$ cat src/rtl/fft_stage_sequencer.sv
// Radix-2 DIT FFT control sequencer: bit-reversed load, then S stages of N/2 butterflies.
// Optional FFT_SEQ_HOLD_EN adds a hold input that freezes the RUN counters.
module fft_stage_sequencer #(
  parameter int N      = 8,
  parameter int PHASES = 3,
  localparam int S  = $clog2(N),
  localparam int AW = $clog2(N),
  localparam int TW = AW - 1,
  localparam int SW = $clog2(S),
  localparam int PW = (PHASES > 1) ? $clog2(PHASES) : 1
) (
  input  logic          clk,
  input  logic          rst,
  input  logic          start,
`ifdef FFT_SEQ_HOLD_EN
  input  logic          hold,
`endif
  input  logic          in_vld,
  output logic          in_rdy,
  output logic          ld_we,
  output logic [AW-1:0] ld_addr,
  output logic [SW-1:0] stage,
  output logic [PW-1:0] phase,
  output logic [AW-1:0] addr_a,
  output logic [AW-1:0] addr_b,
  output logic [TW-1:0] tw_idx,
  output logic          bf_en,
  output logic          busy,
  output logic          done
);

  typedef enum logic [1:0] {IDLE, LOAD, RUN, DONE} state_t;

  localparam logic [PW-1:0] PLAST = PW'(PHASES - 1);
  localparam logic [TW-1:0] BLAST = TW'(N / 2 - 1);
  localparam logic [SW-1:0] SLAST = SW'(S - 1);
  localparam logic [AW-1:0] LLAST = AW'(N - 1);

  state_t        st;
  logic [AW-1:0] ld_cnt;
  logic [TW-1:0] bfly;
  logic [SW-1:0] stg;
  logic [PW-1:0] ph;
  logic          hold_i;
  logic          run;
  logic          ph_last;

`ifdef FFT_SEQ_HOLD_EN
  assign hold_i = hold;
`else
  assign hold_i = 1'b0;
`endif

  assign run     = (st == RUN);
  assign ph_last = (ph == PLAST);

  always_ff @(posedge clk) begin
    if (rst) begin
      st     <= IDLE;
      ld_cnt <= '0;
      bfly   <= '0;
      stg    <= '0;
      ph     <= '0;
    end else begin
      unique case (st)
        IDLE: begin
          if (start) begin
            st     <= LOAD;
            ld_cnt <= '0;
          end
        end
        LOAD: begin
          if (in_vld) begin
            if (ld_cnt == LLAST) begin
              st     <= RUN;
              ld_cnt <= '0;
              stg    <= '0;
              bfly   <= '0;
              ph     <= '0;
            end else begin
              ld_cnt <= ld_cnt + 1'b1;
            end
          end
        end
        RUN: begin
          if (!hold_i) begin
            if (ph_last) begin
              ph <= '0;
              if (bfly == BLAST) begin
                bfly <= '0;
                if (stg == SLAST) begin
                  stg <= '0;
                  st  <= DONE;
                end else begin
                  stg <= stg + 1'b1;
                end
              end else begin
                bfly <= bfly + 1'b1;
              end
            end else begin
              ph <= ph + 1'b1;
            end
          end
        end
        DONE: st <= IDLE;
      endcase
    end
  end

  // mask covers the in-group position; at the last stage it spans all of bfly
  logic [TW-1:0] mask, pos, grp, tw;
  logic [AW-1:0] a, b, rev;

  always_comb begin
    mask = ~({TW{1'b1}} << stg);
    pos  = bfly & mask;
    grp  = bfly >> stg;
    a    = ((AW'(grp) << stg) << 1) | AW'(pos);
    b    = a + (AW'(1) << stg);
    tw   = pos << (SLAST - stg);
    rev  = '0;
    for (int i = 0; i < AW; i++) begin
      rev[i] = ld_cnt[AW-1-i];
    end
  end

  assign in_rdy  = (st == LOAD);
  assign ld_we   = in_vld & in_rdy;
  assign ld_addr = in_rdy ? rev : '0;
  assign busy    = (st == LOAD) || run;
  assign done    = (st == DONE);
  assign stage   = run ? stg : '0;
  assign phase   = run ? ph : '0;
  assign addr_a  = run ? a : '0;
  assign addr_b  = run ? b : '0;
  assign tw_idx  = run ? tw : '0;
  assign bf_en   = run & ph_last & ~hold_i;

endmodule

$ cat config.mk
export PLATFORM = sky130hd
export DESIGN_NAME = fft_stage_sequencer
export DESIGN_NICKNAME = d
export VERILOG_FILES = /design/src/rtl/fft_stage_sequencer.sv
export SDC_FILE = /design/constraint.sdc
export NUM_CORES = 1
export LEC_CHECK = 0
export BUFFER_PORTS_ARGS = -buffer_cell sky130_fd_sc_hd__buf_2
export CAP_MARGIN = 10
export CELL_PAD_IN_SITES_DETAIL_PLACEMENT = 2
export CELL_PAD_IN_SITES_GLOBAL_PLACEMENT = 2
export CORE_ASPECT_RATIO = 1.4
export CORE_UTILIZATION = 32
export DETAILED_ROUTE_END_ITERATION = 8
export GPL_TIMING_DRIVEN = 0
export PLACE_DENSITY_LB_ADDON = 0.1
export RECOVER_POWER = 25
export SYNTH_ARGS = -nofsm -noshare
export SYNTH_HDL_FRONTEND = slang
export SYNTH_SLANG_ARGS = --single-unit
$ cat constraint.sdc
create_clock -name clk -period 4.2 [get_ports clk]
set_input_delay 0.84 -clock clk [delete_from_list [all_inputs] [get_ports clk]]
set_output_delay 0.84 -clock clk [all_outputs]
set_load 0.01 [all_outputs]
* Yosys cells after proc, flatten, opt, wreduce, memory -nomap -nowiden
Cells that the tools add are included.
** Word-level totals
- Flip-flop bits (word level) :: 11
- Bits in latches :: 0
- Memory bits (writable) :: 0
- Memory bits (read-only) :: 0
- Input port bits :: 4
- Memories :: 0
** Operators by class
- Add/sub/neg operators :: 6
- Multipliers :: 0
- Div/mod/pow operators :: 0
- Magnitude comparators :: 0
- Equality and inequality tests :: 13
- Shifts and indexed selects :: 5
- Multiplexer cells :: 28
- Bitwise operators :: 5
- Reduce and logical (&&, ||, !) cells :: 9
** Operators with widths (number)
- two-way mux 2 bit :: 17
- two-way mux 3 bit :: 6
- case mux 2 bit (2 select lines) :: 3
- == test 2 bit (second input constant) :: 5
- inequality test 2 x 1 -> 1 bit (second input constant) :: 4
- case mux 2 bit (4 select lines) :: 1
- adder 2 x 1 -> 2 bit (second input constant) :: 3
- case mux 3 bit (2 select lines) :: 1
- AND reduction 3 bit :: 2
- AND reduction 6 bit :: 1
- AND reduction 5 bit :: 1
- inequality test 2 bit (second input constant) :: 2
- AND reduction 4 bit :: 1
- nonzero test 2 bit :: 2
- left shift 2 x 2 -> 2 bit :: 2
- adder 3 x 1 -> 3 bit (second input constant) :: 1
- adder 3 bit :: 1
- == test 3 bit (second input constant) :: 1
- OR 3 x 2 -> 3 bit :: 1
- left shift 1 x 2 -> 3 bit (first input constant) :: 1
- bitwise AND 1 bit :: 2
- bitwise AND 2 bit :: 1
- == test 2 x 1 -> 1 bit (second input constant) :: 1
- zero test 2 bit :: 1
- 5 further kinds :: 5

* Longest topological paths before layout
Gate-level depths: netlist of the first run.
- Depth after elaboration :: 6
- Mapped depth :: 8
- Depth with buffers taken out :: 6

* Worst setup path after synthesis of the first run
OpenSTA, ideal clock, no wires.
- Path type :: reg2out
- Start :: register stg[1]
- End :: output port addr_b[1]
- Data arrival time :: 1.494 ns
- Required time :: 3.360 ns
- Setup slack :: 1.866 ns
- Cell stages (with the launch flop) :: 6
- Buffers on the path :: 0
- Path through :: dfxtp_1 -> inv_1 -> and3_1 -> a21oi_1 -> fa_1 -> nor2_1
** On the way
- Word-level cells in the longest chain between the ends :: 6
** Ends and longest elaborated chain
- start, declared :: RTL line 42 : logic [SW-1:0] stg;
- start signal, assigned :: RTL line 95 : stg <= stg + 1'b1;
- branches (longest 4 deep; another with OR 3 x 2 -> 3 bit)
- adder 3 bit (*) :: RTL line 119 : b = a + (AW'(1) << stg);
- two-way mux 3 bit (*) :: RTL line 135 : assign addr_b = run ? b : '0;
- end, declared :: RTL line 25 : output logic [AW-1:0] addr_b,
Every way passes the cells marked *.

* Final worst setup path of the first run
Ends and elaborated chain as after synthesis.

==> impl_results.md, run 1 <==
- Die width: 47.6 um
- Clk root buf: clkbuf_4
- Initial core utilization: 34.5%
- Global-route wire length before repair: 4460 um
- XOR/XNOR Fraction of Synth Area: 0.942%
- Final period util: 69.5%
- Commonest non-fill, non-tap cell in the layout: buf_2
- Post-synthesis sequential area ratio: 23.7%
- Post-CTS sizing: 0
- Post-synth cell types: 38
- Post-DP Area: 1080 um2
- Largest area contributor in the netlist: dfxtp_1
- Adder-cell area share of the yosys netlist: 19.7%
- Clk buf depth: 2
- Worst-path cell chain: inv_1 -> and3_1 -> a21oi_1 -> fa_1 -> nor2_1 -> buf_2
- Peak supply drop: 0.000203 V
- H-tree levels: 1
- Syn nets: 129
- Crit start category: flop
- Full die area: 3130 um2
- Final net count: 156
- Post-CTS setup buffers: 0
- Type of the worst setup path: reg -> out
- Worst hold path type: reg -> reg
- RSZ-0062 raised after global routing: no
- Core area: 2700 um2
- Slew Viols, Final: 0
- WP data required: 3.36 ns
- Crit path DAT: 2.08 ns
- R2R Setup Slk: 2.27 ns
- Post-DP HPWL: 2160 um
- Met2 wire length: 1560 um
- Total Routing Usage GR: 20.0%
- Top cell type's share of synthesized area: 23.7%
- Post-synthesis mux area share: 5.52%
- DRT antenna net count: 0
- Vias in the first global route: 992
- CP Capture Type: primary output
- Commonest cells after routing, fill and taps aside: buf_2, ha_1, nor2_1
- Final WS setup: 1.28 ns
- Crit-path slowest cell: dfxtp_1
- Cell area after synthesis: 930 um2
- Pre-antenna DRT Iters: 4
- Final wirelength: 2660 um
- Via count: 906
- Final setup viols: 0
- Die Y: 65.8 um
- # port buffers: 22
- DRC: 0
- Clk sinks: 11
- Period minus WS final: 2.92 ns
- Vias per cell: 5.24
- Clk_skew: 0.000581 ns
- Worst-Skew Late Latency: 0.27 ns
- Synth-to-layout area growth: 18.7%
- Initial DRC Count: 10
- Status: completed
- Largest family of logic cells by synthesized area: simple AND/OR/NAND/NOR gates
- Yosys warnings: 0
- Pre-CTS setup slack: 1.54 ns
- #FFs+latches synth: 11
- Synth Area in Simple Gates: 29.6%
- Max_cap viols: 0
- Diode count: 0
- Num CTS Buffers: 3
- Gpl congestion: 0.705
- Max Used Layer: met4
- TritonCTS clock tree: yes
- Crit-path max FO: 7
- Layout cells sized above 1: 21.2%
- Metal-1 WL: 989 um
- Initial antenna violation count: 0
- Max Freq: 343 MHz
- WL met3: 94 um
- Dominant cells by area after synthesis: dfxtp_1, ha_1, nor2_1
- LEAKAGE: 0.495 nW
- Reg clk slew, reported paths: 0.08 ns
- Grt ovf: 0
- Final hold vios: 0
- Row cnt: 22
- CTS Hold Buffers Added: 0
- Max incr delay on CP: 0.45 ns
- Fin Hold WS: 0.511 ns
- Least-Margin Pin Slew: 0.502 ns
- Routed WL per cell: 15.4 um
- Largest net degree at the start of global routing: 11
- Final instance area: 1100 um2
- Ports: 24
- Total negative slack: 0 ns
- Slew margin rel.: 66.5%
- Compound-Gate Fraction of Synth Area: 14.8%
- Syn Inst Count: 111
- Syn Area/Cell: 8.38 um2
- Pwr Density: 472 nW/um2
-- critical path, delay by kind of cell (launching register included) --
| family | cells | cell delay [ns] |
|---|---|---|
| AO/OA/AOI/OAI | 1 | 0.25 |
| adder cells (fa/ha/maj) | 1 | 0.45 |
| buffers and inverters | 2 | 0.33 |
| flip-flops | 1 | 0.45 |
| AND/OR/NAND/NOR | 2 | 0.32 |
-- path summary, 6_finish.rpt --
| check | start | to | cells after the start |
|---|---|---|---|
| max reg2reg | st[1] | st[0] | 6 |
| min | ld_cnt[1] | ld_cnt[1] | 2 |
| min reg2reg | ld_cnt[1] | ld_cnt[1] | 2 |
| max | stg[1] | addr_b[1] | 6 |
-- routing by layer --
metal	vias to the layer above	global-route usage [%]
met1	451	19.3
met4	0	5.21
met5	-	0
met2	20	40.1
li1	431	-
met3	4	3.28
-- power breakdown --
| part | switching [W] | total [W] | internal, W |
|---|---|---|---|
| sequential | 0.0000194 | 0.000141 | 0.000121 |
| clock | 0.0000399 | 0.0000767 | 0.0000368 |
| combinational | 0.000176 | 0.000304 | 0.000128 |
| total | 0.000235 | 0.000521 | 0.000286 |
-- cell families (layout without fill, tap and decap cells) --
family	count (synthesis)	in the layout
flops	11	11
simple gates	49	49
buf+inv	13	39
compound gates	17	17
xor+xnor	1	1
mux	5	5
fa+ha+maj	14	14
other cells	1	1
-- sequential cells by signal, indices dropped and copies added (netlist names) --
register / flops
ld_cnt: 3
bfly: 2
ph: 2
st: 2
stg: 2
-- synthesized netlist by cell type --
library cell	count
nor2b_4	1
o31ai_1	1
o21ai_0	2
nand2_1	5
a221oi_2	1
nand3b_1	2
or2_4	1
mux2_2	1
or4_1	1
inv_1	9
fa_1	1
a21o_1	1
and2_1	6
xnor2_1	1
or3b_1	1
a22oi_1	1
nand3_1	6
a2111oi_4	1
nor4b_1	1
nand2b_1	3
nor2_1	12
o211a_1	1
a31oi_1	1
nor2b_1	3
a2bb2oi_1	1
dfxtp_1	11
a21oi_1	6
and3_1	1
mux2i_1	4
nand4_1	1
buf_2	1
ha_1	13
clkbuf_1	3
nor3b_1	1
a211oi_1	1
nor3_1	3
conb_1	1
and3b_1	1
-- through the flow --
stage                     power, W  cells  util, %
after floorplan           0.000366    111        -
after global placement    0.000442    169     40.2
after detailed placement  0.000453    169     40.2
after CTS                 0.000535    173     41.2
after global routing      0.000569    173     40.9
final                     0.000521    173     40.9
-- cell type report --
class,count,area [um2]
clock buffers,4,26.3
plain buffers,4,16.3
well taps,36,45.0
repair buffers,22,109
fillers,347,1590
multi-input cells,87,653
flip-flops and latches,11,220
inverters,9,33.8
Power figures use the tool's default switching activity.
==> inputs of run 2 (changes only) <==
--- a/config.mk
+++ b/config.mk
@@ -10,7 +10,7 @@
 export CELL_PAD_IN_SITES_DETAIL_PLACEMENT = 2
 export CELL_PAD_IN_SITES_GLOBAL_PLACEMENT = 2
 export CORE_ASPECT_RATIO = 1.4
-export CORE_UTILIZATION = 32
+export CORE_UTILIZATION = 30
 export DETAILED_ROUTE_END_ITERATION = 8
 export GPL_TIMING_DRIVEN = 0
 export PLACE_DENSITY_LB_ADDON = 0.1
==> constraint.sdc (replaced) <==
create_clock -name clk -period 3.1 [get_ports clk]
set_input_delay 0.62 -clock clk [delete_from_list [all_inputs] [get_ports clk]]
set_output_delay 0.62 -clock clk [all_outputs]
set_load 0.01 [all_outputs]
==> run 2 against run 1 <==
Global-route usage is 2.7 points lower. Non-clock buffer count stayed put. Die area is 6.4% higher. Flip-flop and latch count stayed put. Via count is 1.9% lower. Combinational power is 31% higher. Register-to-register slack worse by 1.2 ns.
==> impl_results.md, run 2 (same netlist as run 1, synthesis figures left out) <==
- CP Capture Type: primary output (unchanged)
- TritonCTS clock tree: yes (unchanged)
- Total negative slack: 0 ns (unchanged)
- RSZ-0062 raised after global routing: no (unchanged)
- Pwr Density: 659 nW/um2 (was 472 nW/um2)
- Pre-antenna DRT Iters: 4 (unchanged)
- Die Y: 67.9 um (was 65.8 um)
- Worst-Skew Late Latency: 0.24 ns (was 0.27 ns)
- Vias per cell: 5.11 (was 5.24)
- Crit path DAT: 1.94 ns (was 2.08 ns)
- H-tree levels: 1 (unchanged)
- Initial DRC Count: 4 (was 10)
- Max FFs per register: 3 (unchanged)
- Routed WL per cell: 14.3 um (was 15.4 um)
- Initial antenna violation count: 0 (unchanged)
- Largest Register: ld_cnt (unchanged)
- Slew Viols, Final: 0 (unchanged)
- Type of the worst setup path: reg -> out (unchanged)
- Period minus WS final: 2.56 ns
- Peak supply drop: 0.000243 V (was 0.000203 V)
- Total Routing Usage GR: 17.3% (was 20.0%)
- Initial core utilization: 32.0% (was 34.5%)
- LEAKAGE: 0.496 nW (was 0.495 nW)
- Post-CTS sizing: 0 (unchanged)
- Post-CTS setup buffers: 0 (unchanged)
- Clk_skew: 0.00335 ns (was 0.000581 ns)
- Reg clk slew, reported paths: 0.05 ns (was 0.08 ns)
- Fin Hold WS: 0.514 ns (was 0.511 ns)
- # port buffers: 22 (unchanged)
- Final wirelength: 2480 um (was 2660 um)
- Core area: 2910 um2 (was 2700 um2)
- Crit start category: flop (unchanged)
- Max_cap viols: 0 (unchanged)
- Commonest non-fill, non-tap cell in the layout: buf_2 (unchanged)
- Layout cells sized above 1: 19.7% (was 21.2%)
- Full die area: 3330 um2 (was 3130 um2)
- Crit-path max FO: 7 (unchanged)
- CTS Hold Buffers Added: 0 (unchanged)
- Clk root buf: clkbuf_8 (was clkbuf_4)
- Final hold vios: 0 (unchanged)
- Commonest cells after routing, fill and taps aside: buf_2, ha_1, nor2_1 (unchanged)
- Final net count: 156 (unchanged)
- Clk sinks: 11 (unchanged)
- Slew margin rel.: 64.3% (was 66.5%)
- Global-route wire length before repair: 4350 um (was 4460 um)
- Least-Margin Pin Slew: 0.535 ns (was 0.502 ns)
- Row cnt: 23 (was 22)
- Clk buf depth: 2 (unchanged)
- Status: completed (unchanged)
- Gpl congestion: 0.710 (was 0.705)
- Largest net degree at the start of global routing: 11 (unchanged)
- Max Freq: 391 MHz
- Final setup viols: 0 (unchanged)
- Die width: 49.0 um (was 47.6 um)
- Via count: 889 (was 906)
- Post-DP HPWL: 1990 um (was 2160 um)
- Worst hold path type: reg -> reg (unchanged)
- Final period util: 82.4%
- Ports: 24 (unchanged)
- Synth-to-layout area growth: 20.5% (was 18.7%)
- DRT antenna net count: 0 (unchanged)
- DRC: 0 (unchanged)
- Diode count: 0 (unchanged)
- Vias in the first global route: 956 (was 992)
- Num CTS Buffers: 3 (unchanged)
- WP data required: 2.48 ns (was 3.36 ns)
- Grt ovf: 0 (unchanged)
run 2: changes by cell type in the layout (fill, tap and decap cells not counted):
cell | before | now
clkbuf_4 | 3 | 0
or2_0 | 0 | 1
clkbuf_1 | 5 | 6
clkbuf_8 | 0 | 3
or2_4 | 1 | 0
buf_2 | 22 | 21
run 2: cell type report:
type / instances / area [um2]
fillers: 365 / 1790
repair buffers: 22 / 108
well taps: 37 / 46.3
plain buffers: 4 / 16.3
multi-input cells: 87 / 651
clock buffers: 4 / 45.0
inverters: 9 / 33.8
flip-flops and latches: 11 / 220
run 2: critical path, cell delays in order, from the launching register on:
cell and delay, ns:
dfxtp_1 0.43, inv_1 0.18, and3_1 0.22, a21oi_1 0.22, fa_1 0.43, nor2_1 0.09, buf_2 0.14
run 2: path summary, 6_finish.rpt:
check	from	endpoint	slack (ns)	cells after the start
max reg2reg	st[1]	st[0]	1.04	6
min	ld_cnt[2]	ld_cnt[2]	0.51	2
min reg2reg	ld_cnt[2]	ld_cnt[2]	0.51	2
max	stg[1]	addr_b[1]	0.54	6
run 2: report_power, final:
| part | total, W | internal [W] | switching (W) |
|---|---|---|---|
| Clock | 0.000147 | 0.0000906 | 0.0000567 |
| Combinational | 0.000399 | 0.000165 | 0.000234 |
| Sequential | 0.000191 | 0.000165 | 0.0000267 |
run 2: routing by layer:
layer  share of wire (%)  routed length, um  track usage, %
met1                  37                925            16.2
met5                   0                  0               0
met3                 2.6                 65            2.22
met2                  58               1450            36.8
met4                 1.7                 42            7.72
run 2: per-stage QoR:
| step | utilization [%] | area (um2) | std cells | power (W) | setup WS, ns |
|---|---|---|---|---|---|
| after floorplan | - | 930 | 111 | 0.000496 | 0.986 |
| after global placement | 37.4 | 1090 | 170 | 0.000599 | 0.799 |
| after detailed placement | 37.4 | 1090 | 170 | 0.000612 | 0.774 |
| after CTS | 38.9 | 1130 | 174 | 0.000772 | 0.510 |
| after global routing | 38.5 | 1120 | 174 | 0.000800 | 0.354 |
| final | 38.5 | 1120 | 174 | 0.000737 | 0.545 |
